===== src/rtl/midori128_pkg.sv =====
// Shared types and constants for the Midori128 round controller: FSM states,
// cell geometry and the round-constant table with its per-cell expansion.
package midori128_pkg;

  localparam int CELL_W = 8;
  localparam int NCELLS = 16;
  localparam int NRC    = 19;

  typedef enum logic [1:0] {IDLE, RUN, FINAL, DONE} state_t;

  // beta_0 sits in the low 16 bits; bit 15 of each entry belongs to cell 0
  localparam logic [NRC-1:0][15:0] BETA = {
    16'h628A, 16'h23B4, 16'h1C24, 16'h7C81, 16'hDF90, 16'hF8CA, 16'h5130,
    16'h228E, 16'h7197, 16'h40B8, 16'h9481, 16'h0BCC, 16'h0266, 16'hD170,
    16'h104F, 16'h6213, 16'hA435, 16'h78C0, 16'h15B3
  };

  // Drops beta bit j into the LSB of cell j; cell 0 occupies bits [127:120]
  function automatic logic [127:0] rc_expand(input logic [15:0] beta);
    logic [127:0] m;
    m = '0;
    for (int j = 0; j < NCELLS; j++) m[(NCELLS-1-j)*CELL_W] = beta[15-j];
    return m;
  endfunction

endpackage


===== src/rtl/midori128_rc_rom.sv =====
// Round index to expanded 128-bit round constant; indices past the table read as zero.
module midori128_rc_rom
  import midori128_pkg::*;
(
  input  logic [4:0]   rnd,
  output logic [127:0] rc
);

  always_comb begin
    rc = '0;
    if (rnd < 5'(NRC)) rc = rc_expand(BETA[rnd]);
  end

endmodule


===== src/rtl/midori128_round_ctrl.sv =====
// Iterative Midori128 controller: owns state and key registers, sequences
// ROUNDS-1 full rounds plus a final round around the external round datapath.
module midori128_round_ctrl
  import midori128_pkg::*;
#(
  parameter int ROUNDS = 20
) (
  input  logic         clk,
  input  logic         rst,
  input  logic         in_valid,
  output logic         in_ready,
  input  logic [127:0] pt,
  input  logic [127:0] key,
  output logic [127:0] sc_state,
  input  logic [127:0] sb_ret,
  input  logic [127:0] mc_ret,
  output logic         out_valid,
  input  logic         out_ready,
  output logic [127:0] ct,
  output logic         busy
);

  localparam logic [4:0] LAST_RND = 5'(ROUNDS - 2);

  state_t       state_q, state_d;
  logic [127:0] s_q, s_d;
  logic [127:0] k_q, k_d;
  logic [4:0]   rnd_q, rnd_d;
  logic [127:0] rc;

  midori128_rc_rom u_rc_rom (
    .rnd (rnd_q),
    .rc  (rc)
  );

  always_ff @(posedge clk) begin
    if (rst) begin
      state_q <= IDLE;
      s_q     <= '0;
      k_q     <= '0;
      rnd_q   <= '0;
    end else begin
      state_q <= state_d;
      s_q     <= s_d;
      k_q     <= k_d;
      rnd_q   <= rnd_d;
    end
  end

  always_comb begin
    state_d = state_q;
    s_d     = s_q;
    k_d     = k_q;
    rnd_d   = rnd_q;
    unique case (state_q)
      IDLE: begin
        if (in_valid) begin
          s_d     = pt ^ key;
          k_d     = key;
          rnd_d   = '0;
          state_d = RUN;
        end
      end
      RUN: begin
        s_d = mc_ret ^ k_q ^ rc;
        // Counter parks at the last full round so it never exceeds ROUNDS-2
        if (rnd_q == LAST_RND) state_d = FINAL;
        else                   rnd_d   = rnd_q + 5'd1;
      end
      FINAL: begin
        s_d     = sb_ret ^ k_q;
        state_d = DONE;
      end
      DONE: begin
        if (out_ready) state_d = IDLE;
      end
      default: state_d = IDLE;
    endcase
  end

  assign sc_state  = s_q;
  assign in_ready  = (state_q == IDLE);
  assign busy      = (state_q == RUN) || (state_q == FINAL);
  assign out_valid = (state_q == DONE);
  // Gated so the output never exposes intermediate round state
  assign ct        = out_valid ? s_q : '0;

endmodule


===== config.mk =====
export PLATFORM = sky130hd
export DESIGN_NAME = midori128_round_ctrl
export DESIGN_NICKNAME = d
export VERILOG_FILES = /design/src/rtl/midori128_pkg.sv /design/src/rtl/midori128_rc_rom.sv /design/src/rtl/midori128_round_ctrl.sv
export SDC_FILE = /design/constraint.sdc
export NUM_CORES = 1
export LEC_CHECK = 0
export CAP_MARGIN = 10
export CELL_PAD_IN_SITES_DETAIL_PLACEMENT = 1
export CELL_PAD_IN_SITES_GLOBAL_PLACEMENT = 1
export CORE_AREA = 2 2 302 304
export DETAILED_ROUTE_END_ITERATION = 16
export DIE_AREA = 0 0 304 306
export PLACE_DENSITY = 0.54
export SLEW_MARGIN = 20
export SYNTH_ARGS = -nofsm -noshare
export SYNTH_HDL_FRONTEND = slang
export SYNTH_SLANG_ARGS = --single-unit

===== constraint.sdc =====
create_clock -name clk -period 4.3 [get_ports clk]
set_clock_uncertainty 0.05 [all_clocks]
set_input_delay 0.86 -clock clk [delete_from_list [all_inputs] [get_ports clk]]
set_output_delay 0.86 -clock clk [all_outputs]
set_load 0.05 [all_outputs]

==> summary.txt, run 1 <==
Crit path required time = 3.39 ns
CTS tree = yes
router iterations before antenna repair = 5
CTS Hold Bufs = 0
clk root buf = clkbuf_16
#FFs+latches synth = 279
commonest cells after routing, fill and taps aside = clkdlybuf4s50_1, dfxtp_1, nand2_1
1st-iter DRT viols = 872
fin worst setup slack = 0.613 ns
initial antenna violation count = 27
die width = 304 um
CTS buffer count = 41
IO buf count = 774
final period utilization = 85.7%
crit path launch type = flop
setup violators final = 0
CP max FO = 53
Leak = 9.00 nW
CORE AREA = 0.0896 mm2
first-pass GRT wire length = 134,000 um
Avg Cell Area, Syn = 7.86 um2
status = completed
final WL = 92,100 um
Max VDD drop = 0.779 mV
Fill cells = 10,524
Post-synth EDFFs = 0
Worst-Margin Slew = 1.22 ns
pre-CTS setup slack = 0.541 ns
# IOs = 775
Main synth FF type = dfxtp_1
drt wl/cell = 23.4 um
top-area cell type share of the netlist area = 34.4%
most common cell after layout, fill and taps aside = clkdlybuf4s50_1
ys async rst share = 0%
GRT Util Overall = 18.9%
relative slew slack = 18.9%
CTS sink count = 279
Worst Setup End Kind = output port
power per cell area = 698 mW/mm2
clk buf depth = 3
RD Place Congestion = 0.847
Post-Syn Nets = 2,592
register area = 0.00559 mm2
maximum level of the CTS H-tree = 2
largest cells by area after synthesis = dfxtp_1, xnor2_1, a221o_1, o221ai_1, nand2_1
area occupied by multi-input gates = 0.00991 mm2
Yosys warnings = 0
final hold viol count = 0
Setup Crit Path Kind = reg -> out
hold crit path type = reg -> reg
RSZ-0062 raised after global routing = no
cells after synthesis = 2,062
setup TNS = 0 ns
Detail Route Antenna Nets = 0
setup bufs post-CTS = 0
gr ovfl total = 0
minimum clock period = 3.69 ns
share of layout cells above drive strength 1 = 4.01%
Via Count = 19,009
synthesis-to-layout area growth = 63.0%
Die Y-Extent = 306 um
cell taking the most area after synthesis = dfxtp_1
proportion of synthesized chip area in sequential cells = 34.4%
synth unique cells = 53
# DRC = 0
Die ar. = 0.0930 mm2
worst path arrival time = 2.78 ns
Post-CTS Resized = 0
pin count of the biggest net entering global routing = 156
max-slew violations = 0
Nets = 3,242
r2r setup slk = 0.75 ns
Fmax achieved = 271 MHz
Vias/cell = 4.83
placed wire-length estimate = 64,200 um
cell area after synthesis = 0.0162 mm2
FP Rows = 110
Max Cap Violations = 0
clk slew on worst S/H paths = 0.05 ns
worst skew pair latency = 0.56 ns
initial core utilization = 18.1%
vias in the first global route = 20,141
-- cell families after synthesis --
| family | share of synthesized area (%) |
|---|---|
| fa+ha+maj | 1.08 |
| buf+inv | 4.88 |
| simple gates | 18.6 |
| compound gates | 31.2 |
| xor+xnor | 9.51 |
| flops | 34.4 |
| mux | 0.332 |
-- synth_stat cells (all sizes together), types with 3 or more instances --
cell type  count
dfxtp        279
nand2        278
nor2         246
clkbuf       163
xnor2        159
a21oi        141
and2         131
o221ai       127
a211oi       116
a31oi        114
a221o        112
o21ai         43
buf           29
nand2b        18
o22ai         17
xor2          17
ha            14
inv           12
nand3          5
o211ai         5
mux2           3
-- through the flow --
| step | utilization, % | cells | area (um2) | total power [mW] | hold WS, ns |
|---|---|---|---|---|---|
| 6_report | 29.5 | 3937 | 26400 | 18.5 | 0.416 |
| 5_1_grt | 29.5 | 3935 | 26400 | 19.6 | 0.437 |
| 4_1_cts | 29.4 | 3916 | 26400 | 18.8 | 0.421 |
| 3_5_place_dp | 28.0 | 3845 | 25100 | 15.2 | 0.413 |
| 3_3_place_gp | 28.0 | 3845 | 25000 | 15.0 | 0.405 |
| 2_1_floorplan | - | 2062 | 16200 | 10.9 | 0.399 |
-- registers in the layout, summed over array words and instances (netlist names), named ones only --
| signal | count |
|---|---|
| k_q | 128 |
| rnd_q | 5 |
| sc_state | 128 |
| state_q | 2 |
-- area by class of cell --
| cell class | instances | area share, % |
|---|---|---|
| timing repair buffer | 799 | 30.4 |
| tap | 1176 | 5.57 |
| antenna | 21 | 0.199 |
| inverter | 13 | 0.227 |
| clock inverter | 12 | 0.355 |
| multi-input combinational | 1578 | 37.5 |
| sequential | 279 | 21.1 |
| clock buffer | 59 | 4.64 |
-- per-layer routing --
| layer | vias up | GRT usage, % | wire (um) |
|---|---|---|---|
| met4 | 6 | 6.48 | 2220 |
| met2 | 534 | 34.5 | 48000 |
| met5 | - | 0 | 47 |
| met3 | 115 | 3.54 | 4540 |
| met1 | 9485 | 21.9 | 37200 |
| li1 | 8869 | - | - |
-- power by group --
part | switching [mW] | total [mW] | internal [mW]
clock | 1.37 | 3.40 | 2.03
combinational | 7.10 | 10.8 | 3.65
sequential | 0.844 | 4.30 | 3.46
total | 9.32 | 18.5 | 9.14
-- worst max-delay path, stage by stage (launching register included) --
cell and delay (ns):
dfxtp_1 0.49, ha_4 0.20, buf_4 0.41, and2_1 0.21
clkdlybuf4s50_1 0.81
-- worst paths after layout --
check,from,endpoint,cells after the start
worst min register to register,k_q[60],k_q[60],2
worst max-delay path,state_q[0],ct[3],4
worst min-delay path,k_q[60],k_q[60],2
worst max register to register,state_q[1],flop,10
(Power assumes the default switching activity.)
==> run 2, diff against run 1 <==
--- a/config.mk
+++ b/config.mk
@@ -5,13 +5,15 @@
 export SDC_FILE = /design/constraint.sdc
 export NUM_CORES = 1
 export LEC_CHECK = 0
+export ABC_AREA = 1
 export CAP_MARGIN = 10
 export CELL_PAD_IN_SITES_DETAIL_PLACEMENT = 1
 export CELL_PAD_IN_SITES_GLOBAL_PLACEMENT = 1
-export CORE_AREA = 2 2 302 304
+export CORE_AREA = 10 10 293 295
 export DETAILED_ROUTE_END_ITERATION = 16
-export DIE_AREA = 0 0 304 306
-export PLACE_DENSITY = 0.54
+export DIE_AREA = 0 0 303 305
+export MAX_ROUTING_LAYER = met4
+export PLACE_DENSITY = 0.62
 export SLEW_MARGIN = 20
 export SYNTH_ARGS = -nofsm -noshare
 export SYNTH_HDL_FRONTEND = slang
==> summary.txt, run 2 <==
status = completed
WP buf/inv = 3
clk buf depth = 3
Detail Route Antenna Nets = 0
Max Cap Violations = 0
IO buf count = 774
Fill cells = 9,858
CP cell instances = ha_4 -> buf_12 -> nand2_1 -> inv_1 -> clkdlybuf4s50_1
ys async rst share = 0%
final period utilization = 82.2%
vias in the first global route = 19,807
initial antenna violation count = 21
Die ar. = 0.0924 mm2
max-slew violations = 0
Setup Crit Path Kind = reg -> out
FP Rows = 104
placed wire-length estimate = 65,900 um
Worst Setup End Kind = output port
final hold viol count = 0
commonest cells after routing, fill and taps aside = clkdlybuf4s50_1, o21ai_0, nand2_1
hold path start = sc_state[120]
setup TNS = 0 ns
Die Y-Extent = 305 um
# DRC = 0
CTS Hold Bufs = 0
Worst-Margin Slew = 1.03 ns
cell taking the most area after synthesis = dfxtp_1
drt wl/cell = 21.4 um
#FFs+latches synth = 279
power per cell area = 694 mW/mm2
top-area cell type share of the netlist area = 33.4%
Post-CTS Resized = 0
Via Count = 19,212
Leak = 10.9 nW
Critical Path Start = state_q[0]
share of layout cells above drive strength 1 = 3.51%
pin count of the biggest net entering global routing = 159
cells after synthesis = 2,490
setup violators final = 0
1st-iter DRT viols = 664
Main synth FF type = dfxtp_1
Post-synth EDFFs = 0
delay of the slowest critical-path stage = 0.87 ns
GRT Util Overall = 19.3%
maximum level of the CTS H-tree = 2
most common cell after layout, fill and taps aside = clkdlybuf4s50_1
die width = 303 um
Fmax achieved = 283 MHz
Crit path required time = 3.39 ns
proportion of synthesized chip area in sequential cells = 33.4%
worst r2r src = state_q[1]
initial core utilization = 20.9%
gr ovfl total = 0
crit path launch type = flop
Commonest cells post-synth = o21ai_0, nand2_1, dfxtp_1, nor2_1, a21oi_1
synth unique cells = 31
Post-Syn Nets = 3,020
Avg Cell Area, Syn = 6.71 um2
cell area after synthesis = 0.0167 mm2
hold crit path type = reg -> reg
router iterations before antenna repair = 4
Vias/cell = 4.49
Max VDD drop = 0.365 mV
minimum clock period = 3.54 ns
clk root buf = clkbuf_16
first-pass GRT wire length = 132,000 um
RD Place Congestion = 0.805
CP max-delay cell = clkdlybuf4s50_1
CP max FO = 66
most instantiated library cell after synthesis = o21ai_0
synthesis-to-layout area growth = 60.6%
largest cells by area after synthesis = dfxtp_1, o21ai_0, nand2_1, xnor2_1, xor2_1
CTS sink count = 279
r2r setup slk = 1.35 ns
delay-heaviest family, CP = buffers and inverters
CTS tree = yes
final WL = 91,300 um
# IOs = 775
worst skew pair latency = 0.56 ns
RSZ-0062 raised after global routing = no
Nets = 3,695
Yosys warnings = 0
setup bufs post-CTS = 0
CTS buffer count = 40
clk slew on worst S/H paths = 0.06 ns
CORE AREA = 0.0799 mm2
relative slew slack = 31.4%
worst path arrival time = 2.63 ns
PnR Total Power = 18.6 mW
## run 2: changes by cell type in the layout (fill, tap and decap cells not counted), sizes merged, moves of 35 or more
cell,before,now
a21oi,141,217
a211oi,116,0
o21ai,43,489
nand3,5,97
and2,131,0
a221o,112,0
o221ai,127,0
nand2,278,432
inv,13,163
a31oi,114,79
xor2,17,128
## run 2: final timing paths
path | end | cells after the start
worst max-delay path | ct[127] | 5
worst max register to register | flop | 14
worst min register to register | sc_state[120] | 2
worst min-delay path | sc_state[120] | 2
## run 2: worst min-delay path: stages, from the launching register on
cell	delay, ns
dfxtp_1	0.33
nand2_1	0.07
a21oi_1	0.05
## run 2: logic make-up after synthesis
| group | Yosys count | share of synthesized area (%) |
|---|---|---|
| buffers and inverters | 324 | 7.55 |
| AOI/OAI and AO/OA | 802 | 24.9 |
| DFF | 279 | 33.4 |
| adders and majority gates | 14 | 1.05 |
| xor gates and xnor gates | 256 | 13.4 |
| and+or+nand+nor | 815 | 19.6 |
## run 2: layout make-up
cell class              instances  area (um2)  share of cell area [%]
multi-input cells            1887        9890                    36.9
well taps                    1060        1330                    4.94
flip-flops and latches        279        5590                    20.8
inverters                     161         622                    2.32
clock buffers                  62        1220                    4.57
diodes                         21        52.6                   0.196
clock inverters                10        88.8                   0.331
repair buffers                796        8030                    29.9
## run 2: per-layer routing
metal	share of wire, %	vias up	GRT usage (%)
met2	51	475	33.8
li1	-	9616	-
met3	5.8	68	4.49
met1	42	9053	22.1
met4	1.3	0	3.66
met5	0	-	-
## run 2: stage by stage
stage          setup slack [ns]  std cells  hold WS (ns)  utilization, %  instance area [um2]
6_report                  0.765       4276         0.444            33.6                26800
5_1_grt                   0.632       4275         0.485            33.6                26800
4_1_cts                   0.687       4255         0.451            33.5                26800
3_5_place_dp              0.786       4183         0.441            31.9                25500
3_3_place_gp              0.810       4183         0.439            31.9                25500
2_1_floorplan              1.48       2490         0.451               -                16700
## run 2: power breakdown
group,switching [mW],leakage (nW),internal [mW]
clock,1.36,0.649,2.02
combinational,7.15,7.93,3.48
sequential,1.04,2.31,3.56
total,9.55,10.9,9.05
